File: src/rtl/mem_access_ctrl.sv
// MEM-stage data-memory access sequencer: issues one req/ack bus transaction per load/store,
// stalls the pipeline until it completes, and aborts unacknowledged accesses with a watchdog.
module mem_access_ctrl #(
  parameter int unsigned TIMEOUT   = 16,
  parameter logic [31:0] ERR_RDATA = 32'hDEADBEEF
) (
  input  logic        clk,
  input  logic        rst,
  input  logic        mem_read,
  input  logic        mem_write,
  input  logic [31:0] mem_addr,
  input  logic [31:0] mem_wdata,
  output logic        stall,
  output logic [31:0] rdata,
  output logic        bus_req,
  output logic        bus_we,
  output logic [31:0] bus_addr,
  output logic [31:0] bus_wdata,
  input  logic        bus_ack,
  input  logic [31:0] bus_rdata,
  output logic        bus_err
);

  localparam logic [7:0] LAST = 8'(TIMEOUT - 1);

  typedef enum logic [1:0] {IDLE, WAIT, DONE} state_t;

  state_t     state, state_next;
  logic [7:0] count;
  logic       access;

  assign access = mem_read | mem_write;

  always_comb begin
    state_next = state;
    stall      = 1'b0;
    case (state)
      IDLE: begin
        stall = access;
        if (access) state_next = WAIT;
      end
      WAIT: begin
        stall = 1'b1;
        if (bus_ack || (count == LAST)) state_next = DONE;
      end
      DONE:    state_next = IDLE;
      default: state_next = IDLE;
    endcase
    // The pipeline must not see a stall while the controller is held in reset.
    if (!rst) stall = 1'b0;
  end

  always_ff @(posedge clk or negedge rst) begin
    if (!rst) begin
      state     <= IDLE;
      count     <= 8'd0;
      rdata     <= 32'd0;
      bus_req   <= 1'b0;
      bus_we    <= 1'b0;
      bus_addr  <= 32'd0;
      bus_wdata <= 32'd0;
      bus_err   <= 1'b0;
    end else begin
      state <= state_next;
      case (state)
        IDLE: begin
          if (access) begin
            bus_addr  <= mem_addr;
            bus_wdata <= mem_wdata;
            bus_we    <= mem_write;
            bus_req   <= 1'b1;
            count     <= 8'd0;
          end
        end
        WAIT: begin
          // An acknowledge arriving on the last watchdog cycle still completes normally.
          if (bus_ack) begin
            if (!bus_we) rdata <= bus_rdata;
            bus_req <= 1'b0;
          end else if (count == LAST) begin
            if (!bus_we) rdata <= ERR_RDATA;
            bus_err <= 1'b1;
            bus_req <= 1'b0;
          end else if (count != 8'hFF) begin
            count <= count + 8'd1;
          end
        end
        default: ;
      endcase
    end
  end

endmodule

File: config.mk
export PLATFORM = sky130hd
export DESIGN_NAME = mem_access_ctrl
export DESIGN_NICKNAME = d
export VERILOG_FILES = /design/src/rtl/mem_access_ctrl.sv
export SDC_FILE = /design/constraint.sdc
export NUM_CORES = 1
export LEC_CHECK = 0
export CORE_MARGIN = 4
export CORE_UTILIZATION = 45
export CTS_CLUSTER_SIZE = 20
export DETAILED_ROUTE_END_ITERATION = 8
export PLACE_DENSITY = 0.86
export SLEW_MARGIN = 0
export SYNTH_ARGS = -nofsm -noshare
export SYNTH_HDL_FRONTEND = slang
export SYNTH_SLANG_ARGS = --single-unit
export TNS_END_PERCENT = 10
File: constraint.sdc
create_clock -name clk -period 6.2 [get_ports clk]
set_clock_uncertainty 0.2 [all_clocks]
set_input_delay 1.24 -clock clk [delete_from_list [all_inputs] [get_ports clk]]
set_output_delay 1.24 -clock clk [all_outputs]
set_load 0.03 [all_outputs]
Word level (Yosys, flattened, before mapping)
Index checks and enable logic that the tools add are counted.
- register bits: 109
- output and inout port bits: 100
- add/sub/neg operators: 1
- eq/ne operators: 11
- muxes and demuxes: 18
- bitwise gates (word level): 2
- reductions and logical operators: 10
- operators with widths (cell ; count):
    $mux 32 ; 4
    $mux 8 ; 4
    $pmux 8 s2 ; 1
    $ne 2x2->1 const B ; 7
    $add 8x1->8 const B ; 1
    $eq 8x4->1 const B ; 1
    $ne 8x8->1 const B ; 1
    $reduce_and 3->1 ; 2
    $reduce_and 5->1 ; 1
    $mux 1 ; 4
    $mux 2 ; 2
    $pmux 1 s2 ; 2
    $pmux 2 s2 ; 1
    $reduce_and 2->1 ; 2
    $reduce_and 4->1 ; 1
    $reduce_bool 2->1 ; 2
    $ne 3x3->1 const B ; 1
    $eq 2x1->1 const B ; 1
    $logic_not 2->1 ; 1
    $logic_or 1x1->1 ; 1
    $not 1->1 ; 1
    $or 1x1->1 ; 1

Depth between registers and ports, before layout
Gate-level depths: netlist of the first run.
- depth after elaboration: 5
- depth in mapped cells: 6
- mapped depth without buffers: 5

Least setup slack after synthesis of the first run
No wires, ideal clock.
- path kind: input to output
- from: input port mem_write
- to: output port stall
- data arrival time: 2017 ps
- required time: 4760 ps
- slack: 2743 ps
- cell stages on the path: 2
- buffers on the path: 0
- cells stage by stage: nor3_1 -> nor3b_1
- cells in the longest elaborated chain, start to end: 3
- ends and longest elaborated chain (item ; line ; source):
    from (decl) ; 10 ; input logic mem_write,
    $or 1x1->1 ; 32 ; assign access = mem_read | mem_write;
    $pmux 1 s2 ; 37 ; case (state)
    $mux 1 ; 50 ; if (!rst) stall = 1'b0;
    to (decl) ; 13 ; output logic stall,
No other way between the ends.

Final worst setup path of the first run
Ends and elaborated chain as after synthesis.

==> results.cfg, run 1 <==
[synthesis]
dominantRegCellSynth = dfrtp_1
cell_type_with_the_largest_total_area_after_synthesis = dfrtp_1
netlist_area_um2 = 4487
post_synth_xor_area_fraction_pct = 0.1952
number_of_flops_mapped_to_enable_cells_by_yosys = 0
netlist_instances = 318
synthMostInstantiatedCell = dfrtp_1
synth_seq_cells = 109
synth.area.top_cells = dfrtp_1 61%, mux2_2 21%, nand2b_1 3.5%
synth_simple_gate_area_share_pct = 8.059
synth-adder-area-share_pct = 0.2789
synth_top_cell_area_share_pct = 60.79
synth_mux_area_share_pct = 24.09
synth_top_family_by_area = multiplexers
post_synth_arst_share_pct = 100.0
netlist-cell-type-count = 36
synthesis.nets = 420
netlist_top_cells_count = 109 x dfrtp_1, 85 x mux2_2, 25 x nand2b_1
synth_area_per_cell_um2 = 14.11
synth-seq-area-share_pct = 60.79
ys.warnings.count = 0
synth_compound_area_share_pct = 3.765

[die]
initial_cell_density_of_the_core_pct = 46.12
floorplan.die.width_um = 107.9
chipHeight_um = 107.9
io_pins = 201
fp.coreArea_um2 = 9729
core.rowCount = 36
die-area_um2 = 11630

[cells_and_area]
layout.nets = 621
synthToLayoutAreaGrowth_pct = 51.12
drive_above_1_share_pct = 21.22
final_design_area_no_fill_um2 = 6780
n_antenna_cell = 0

[sta]
hold_violations = 0
final-setup-viol-count = 0
grt_setup_unrepaired = false
timing.slew.headroom_pct = 34.03
slew_violations = 0
final_min_period_over_clock_period_pct = 66.81
timing_worst_slew_pin_value_ps = 989.5
max_freq_mhz = 241.4
timing.final.crit_period_ps = 4142
fin_setup_tns_ps = 0

[clocking]
cts_hold_buf = 0
clock_root_buffer = clkbuf_8
total_clock_buffers_created_by_cts = 9
cts.repair_timing.setup_buffer_count = 0
worst_skew_late_latency_ps = 350
tritoncts = done
htreeDepth = 3
cts_repair_resize_count = 0
cts-root-to-sink-buffers = 2
clk_pin_slew_ps = 100
numClockSinks = 109

[hold_path]
hold_path.class = reg -> reg
hold_path_startpoint = bus_err
hold-path-endpoint = bus_err
min_path_cells = 1

[global_route]
maximum_number_of_pins_on_one_net_before_global_route_repair = 66
first_global_vias = 3507
grt_pass1_wl_um = 17770
antenna_found_initial = 0
gr_ovfl_total = 0
groute.usage.overall_pct = 19.50

[detailed_routing]
drt_first_pass_iters = 4
drc = 0
via_count_normalized_by_instance_count = 4.902
drt-wirelength-per-cell_um = 17.37
num_vias = 3216
dr.first_iter.drc_count = 138
drt.antenna.violating_nets = 0
detail_route.wirelength_um = 11400

[pwr]
leakage_nw = 2.720
vdd_ir_drop_max_uv = 336.6
pwr_density_cell_nw_per_um2 = 542.0

[worst_setup_path]
reg2reg_setup_slack_ps = 3550
regToRegStartpoint = state[1]
critical_path_required_ps = 4760
worstPathArrival_ps = 2700
reg2regPathDepth = 4
r2r-end = bus_addr[19]
crit_path_start_kind = input pin
worstSetupPathType = in -> out
critical_path_peak_fanout = 3
worst_setup_path_end_kind = primary output

[run_status]
run_status = finished, final reports clean

[placed_design]
gp_routability_congestion = 0.7888
detailed_place.area_um2 = 6606
port_buffers = 200
hpwlAfterDp_um = 8652

[run]
max_cap_viol_count = 0
==> power breakdown <==
| part | switching, mW | leakage (nW) | internal (mW) |
|---|---|---|---|
| sequential | 0.185 | 1.27 | 1.05 |
| clock | 0.235 | 0.0824 | 0.158 |
| combinational | 1.10 | 1.37 | 0.952 |
| total | 1.52 | 2.72 | 2.16 |
==> critical path: stages <==
cell	delay [ps]
clkdlybuf4s50_1	500
nor3_1	70
nor3b_1	190
clkdlybuf4s50_1	700
==> how the worst max path moves through the flow <==
stage,start,end,cells after the start,slack [ps]
after floorplan,mem_write,stall,2,2740
after global placement,mem_write,stall,4,2080
after detailed placement,mem_write,stall,4,2050
after CTS,mem_write,stall,4,2040
after global routing,mem_write,stall,4,1970
final,mem_write,stall,4,2060
==> routing by layer <==
| metal | up-vias | GRT usage [%] | routed length (um) |
|---|---|---|---|
| met5 | - | 0 | 0 |
| met4 | 0 | 3.787 | 143 |
| met3 | 14 | 8.698 | 1222 |
| met2 | 143 | 34.06 | 5857 |
| met1 | 1562 | 22.15 | 4171 |
| li1 | 1497 | - | - |
==> stage by stage <==
stage / instances / power [mW] / utilization, % / setup slack (ps) / hold slack (ps)
5_1_grt: 656 / 3.862 / 69.69 / 1968 / 299.0
3_3_place_gp: 641 / 3.250 / 67.90 / 2075 / 242.0
3_5_place_dp: 641 / 3.314 / 67.90 / 2048 / 254.0
6_report: 656 / 3.675 / 69.69 / 2058 / 276.5
2_1_floorplan: 318 / 2.423 / - / 2743 / 278.7
4_1_cts: 656 / 3.714 / 69.69 / 2043 / 282.6
==> cell usage in the layout, fill, tap and decap left out, types with 3 or more instances in the layout <==
master	instances
clkdlybuf4s50_1	199
dfrtp_1	109
mux2_2	85
nand2b_1	25
nand2_1	13
inv_1	11
clkbuf_8	10
mux2i_1	9
nor2_1	6
buf_4	6
nor3_1	5
o21bai_1	4
mux2_1	3
a22o_1	3
==> registers in the layout, indices dropped and copies added, names as in the netlist <==
name and flops:
bus_addr 32, bus_req 1, rdata 32, bus_wdata 32
count 8, bus_we 1, bus_err 1, state 2
==> logic make-up (layout without fill, tap and decap cells) <==
| kind of cell | count (synthesis) | in the layout |
|---|---|---|
| AOI/OAI and AO/OA | 22 | 22 |
| adders and majority gates | 1 | 1 |
| and+or+nand+nor | 62 | 62 |
| DFF | 109 | 109 |
| muxes | 97 | 97 |
| xor gates and xnor gates | 1 | 1 |
| buffers and inverters | 26 | 231 |
==> cell type report <==
class | count | area (um2)
inverter | 11 | 41.29
sequential | 109 | 2728
timing repair buffer | 205 | 2037
clock buffer | 11 | 141.4
clock inverter | 4 | 32.53
tap | 133 | 166.4
fill | 726 | 2949
multi-input combinational | 183 | 1634
No activity file was read; power rests on OpenSTA's default activity.
==> run 2, diff against run 1 <==
--- a/config.mk
+++ b/config.mk
@@ -6,10 +6,10 @@
 export NUM_CORES = 1
 export LEC_CHECK = 0
 export CORE_MARGIN = 4
-export CORE_UTILIZATION = 45
+export CORE_UTILIZATION = 38
 export CTS_CLUSTER_SIZE = 20
 export DETAILED_ROUTE_END_ITERATION = 8
-export PLACE_DENSITY = 0.86
+export PLACE_DENSITY = 0.77
 export SLEW_MARGIN = 0
 export SYNTH_ARGS = -nofsm -noshare
 export SYNTH_HDL_FRONTEND = slang
==> constraint.sdc (replaced) <==
create_clock -name clk -period 3.81 [get_ports clk]
set_clock_uncertainty 0.2 [all_clocks]
set_input_delay 0.762 -clock clk [delete_from_list [all_inputs] [get_ports clk]]
set_output_delay 0.762 -clock clk [all_outputs]
set_load 0.03 [all_outputs]
==> results.cfg, run 2 (synthesis results as in run 1) <==
[pwr]
p_comb_share_pct = 52.5
swShare_pct = 39.02
pwr-share-seq_pct = 31.8
clkPwrFrac_pct = 15.7
cellInternalPower_mw = 3.858
pwr_density_cell_nw_per_um2 = 910.8
vdd_ir_drop_max_uv = 495.5
leakage_nw = 2.793
p_total_mw = 6.327
switchingPower_mw = 2.469

[worst_setup_path]
critPathMostFrequentCell = clkdlybuf4s50_1
reg2reg_setup_slack_ps = 1460
r2r-end = rdata[25]
worst-path-buf-inv = 2
critical_path.cell_chain = clkdlybuf4s50_1 > nor3_1 > nor3b_1 > clkdlybuf4s50_1
critical-path-slowest-cell = clkdlybuf4s50_1
cell_family_with_the_largest_share_of_critical_path_delay = buffers and inverters
critical_path_required_ps = 2850
reg2regPathDepth = 5
regToRegStartpoint = count[4]
crit_path_start_kind = input pin
worstPathArrival_ps = 2270
worst_setup_path_end_kind = primary output
critical_path_peak_fanout = 3
worstSetupPathType = in -> out
crit_path_max_incr_delay_ps = 710

[cells_and_area]
mostFrequentLayoutCells = 199 x clkdlybuf4s50_1, 109 x dfrtp_1, 85 x mux2_2
filler_cell_count = 903
final-seq-area_um2 = 2728
mostFrequentLayoutCell = clkdlybuf4s50_1
layout.nets = 621
drive_above_1_share_pct = 21.22
largest_registers = bus_addr: 32 flops, bus_wdata: 32 flops, rdata: 32 flops
n_antenna_cell = 0
multiInputGateArea_um2 = 1634
postLayoutCoreUtil_pct = 60.58
synthToLayoutAreaGrowth_pct = 54.82

[global_route]
first_global_vias = 3590
groute.usage.overall_pct = 16.69
gr_ovfl_total = 0
antenna_found_initial = 0
maximum_number_of_pins_on_one_net_before_global_route_repair = 73
grt_pass1_wl_um = 17710

[sta]
final-setup-viol-count = 0
slew_violations = 0
timing.final.crit_period_ps = 3236
final_min_period_over_clock_period_pct = 84.93
hold_violations = 0
grt_setup_unrepaired = false
fin_setup_tns_ps = 0
fin_worst_hold_slack_ps = 283.9
timing.slew.headroom_pct = 37.87
max_freq_mhz = 309.0
timing_worst_slew_pin_value_ps = 932.0

[die]
fp.coreArea_um2 = 11470
chipHeight_um = 116.7
die-area_um2 = 13610
io_pins = 201
core.rowCount = 39
floorplan.die.width_um = 116.7
initial_cell_density_of_the_core_pct = 39.13

[hold_path]
min_path_cells = 1
hold_path_startpoint = bus_err
hold-path-endpoint = bus_err
hold_path.class = reg -> reg

[run_status]
run_status = finished, final reports clean

[clocking]
tritoncts = done
clock_root_buffer = clkbuf_16
cts-root-to-sink-buffers = 2
clk_pin_slew_ps = 70
cts_repair_resize_count = 0
cts_hold_buf = 0
numClockSinks = 109
cts.repair_timing.setup_buffer_count = 0
total_clock_buffers_created_by_cts = 9
htreeDepth = 3
worst_skew_late_latency_ps = 340

[placed_design]
gp_routability_congestion = 0.7832
port_buffers = 200
hpwlAfterDp_um = 8212

[detailed_routing]
dr.first_iter.drc_count = 121
num_vias = 3244
drt.antenna.violating_nets = 0
drc = 0
via_count_normalized_by_instance_count = 4.871
drt_first_pass_iters = 4
detail_route.wirelength_um = 11230
drt-wirelength-per-cell_um = 16.86

[run]
max_cap_viol_count = 0
## run 2: cell types whose count changed in the layout (fill, tap and decap cells not counted), moves of 2 or more
cell	change
inv_6	-2
clkbuf_16	+9
clkbuf_8	-9
bufinv_16	+2
## run 2: cell type report
type	count	area share, %
tap	143	2.576
inverter	11	0.5944
clock inverter	4	1.045
multi-input combinational	183	23.52
clock buffer	11	3.494
sequential	109	39.27
timing repair buffer	205	29.50
## run 2: per-layer routing
metal	share of wire [%]	up-vias	routed length [um]	GRT usage, %
met3	11	12	1271	7.409
met1	40	1587	4467	20.07
met5	0	-	0	0
met2	47	144	5323	27.23
li1	-	1501	-	-
met4	1.5	0	168	4.969
## run 2: worst max path at each step
stage | end | from | slack (ps) | cells past startpoint
after floorplan | stall | mem_write | 1310 | 2
after global routing | stall | mem_write | 470 | 4
after global placement | stall | mem_write | 640 | 4
after CTS | stall | mem_write | 560 | 4
final | stall | mem_write | 570 | 4
after detailed placement | stall | mem_write | 560 | 4
## run 2: power by group through the flow
stage	Clock [mW]	Combinational, mW	Sequential [mW]
after floorplan	0	0.878	3.07
after global placement	0	3.31	2.00
after detailed placement	0	3.35	2.03
after CTS	1.02	3.37	2.02
after global routing	1.07	3.51	2.09
final	0.991	3.32	2.01
## run 2: per-stage QoR
step	cells	area (um2)	worst slack (ps)
after floorplan	318	4487	1309
after global placement	651	6631	644.0
after detailed placement	651	6631	562.0
after CTS	666	6947	559.7
after global routing	666	6947	473.3
final	666	6947	574.0
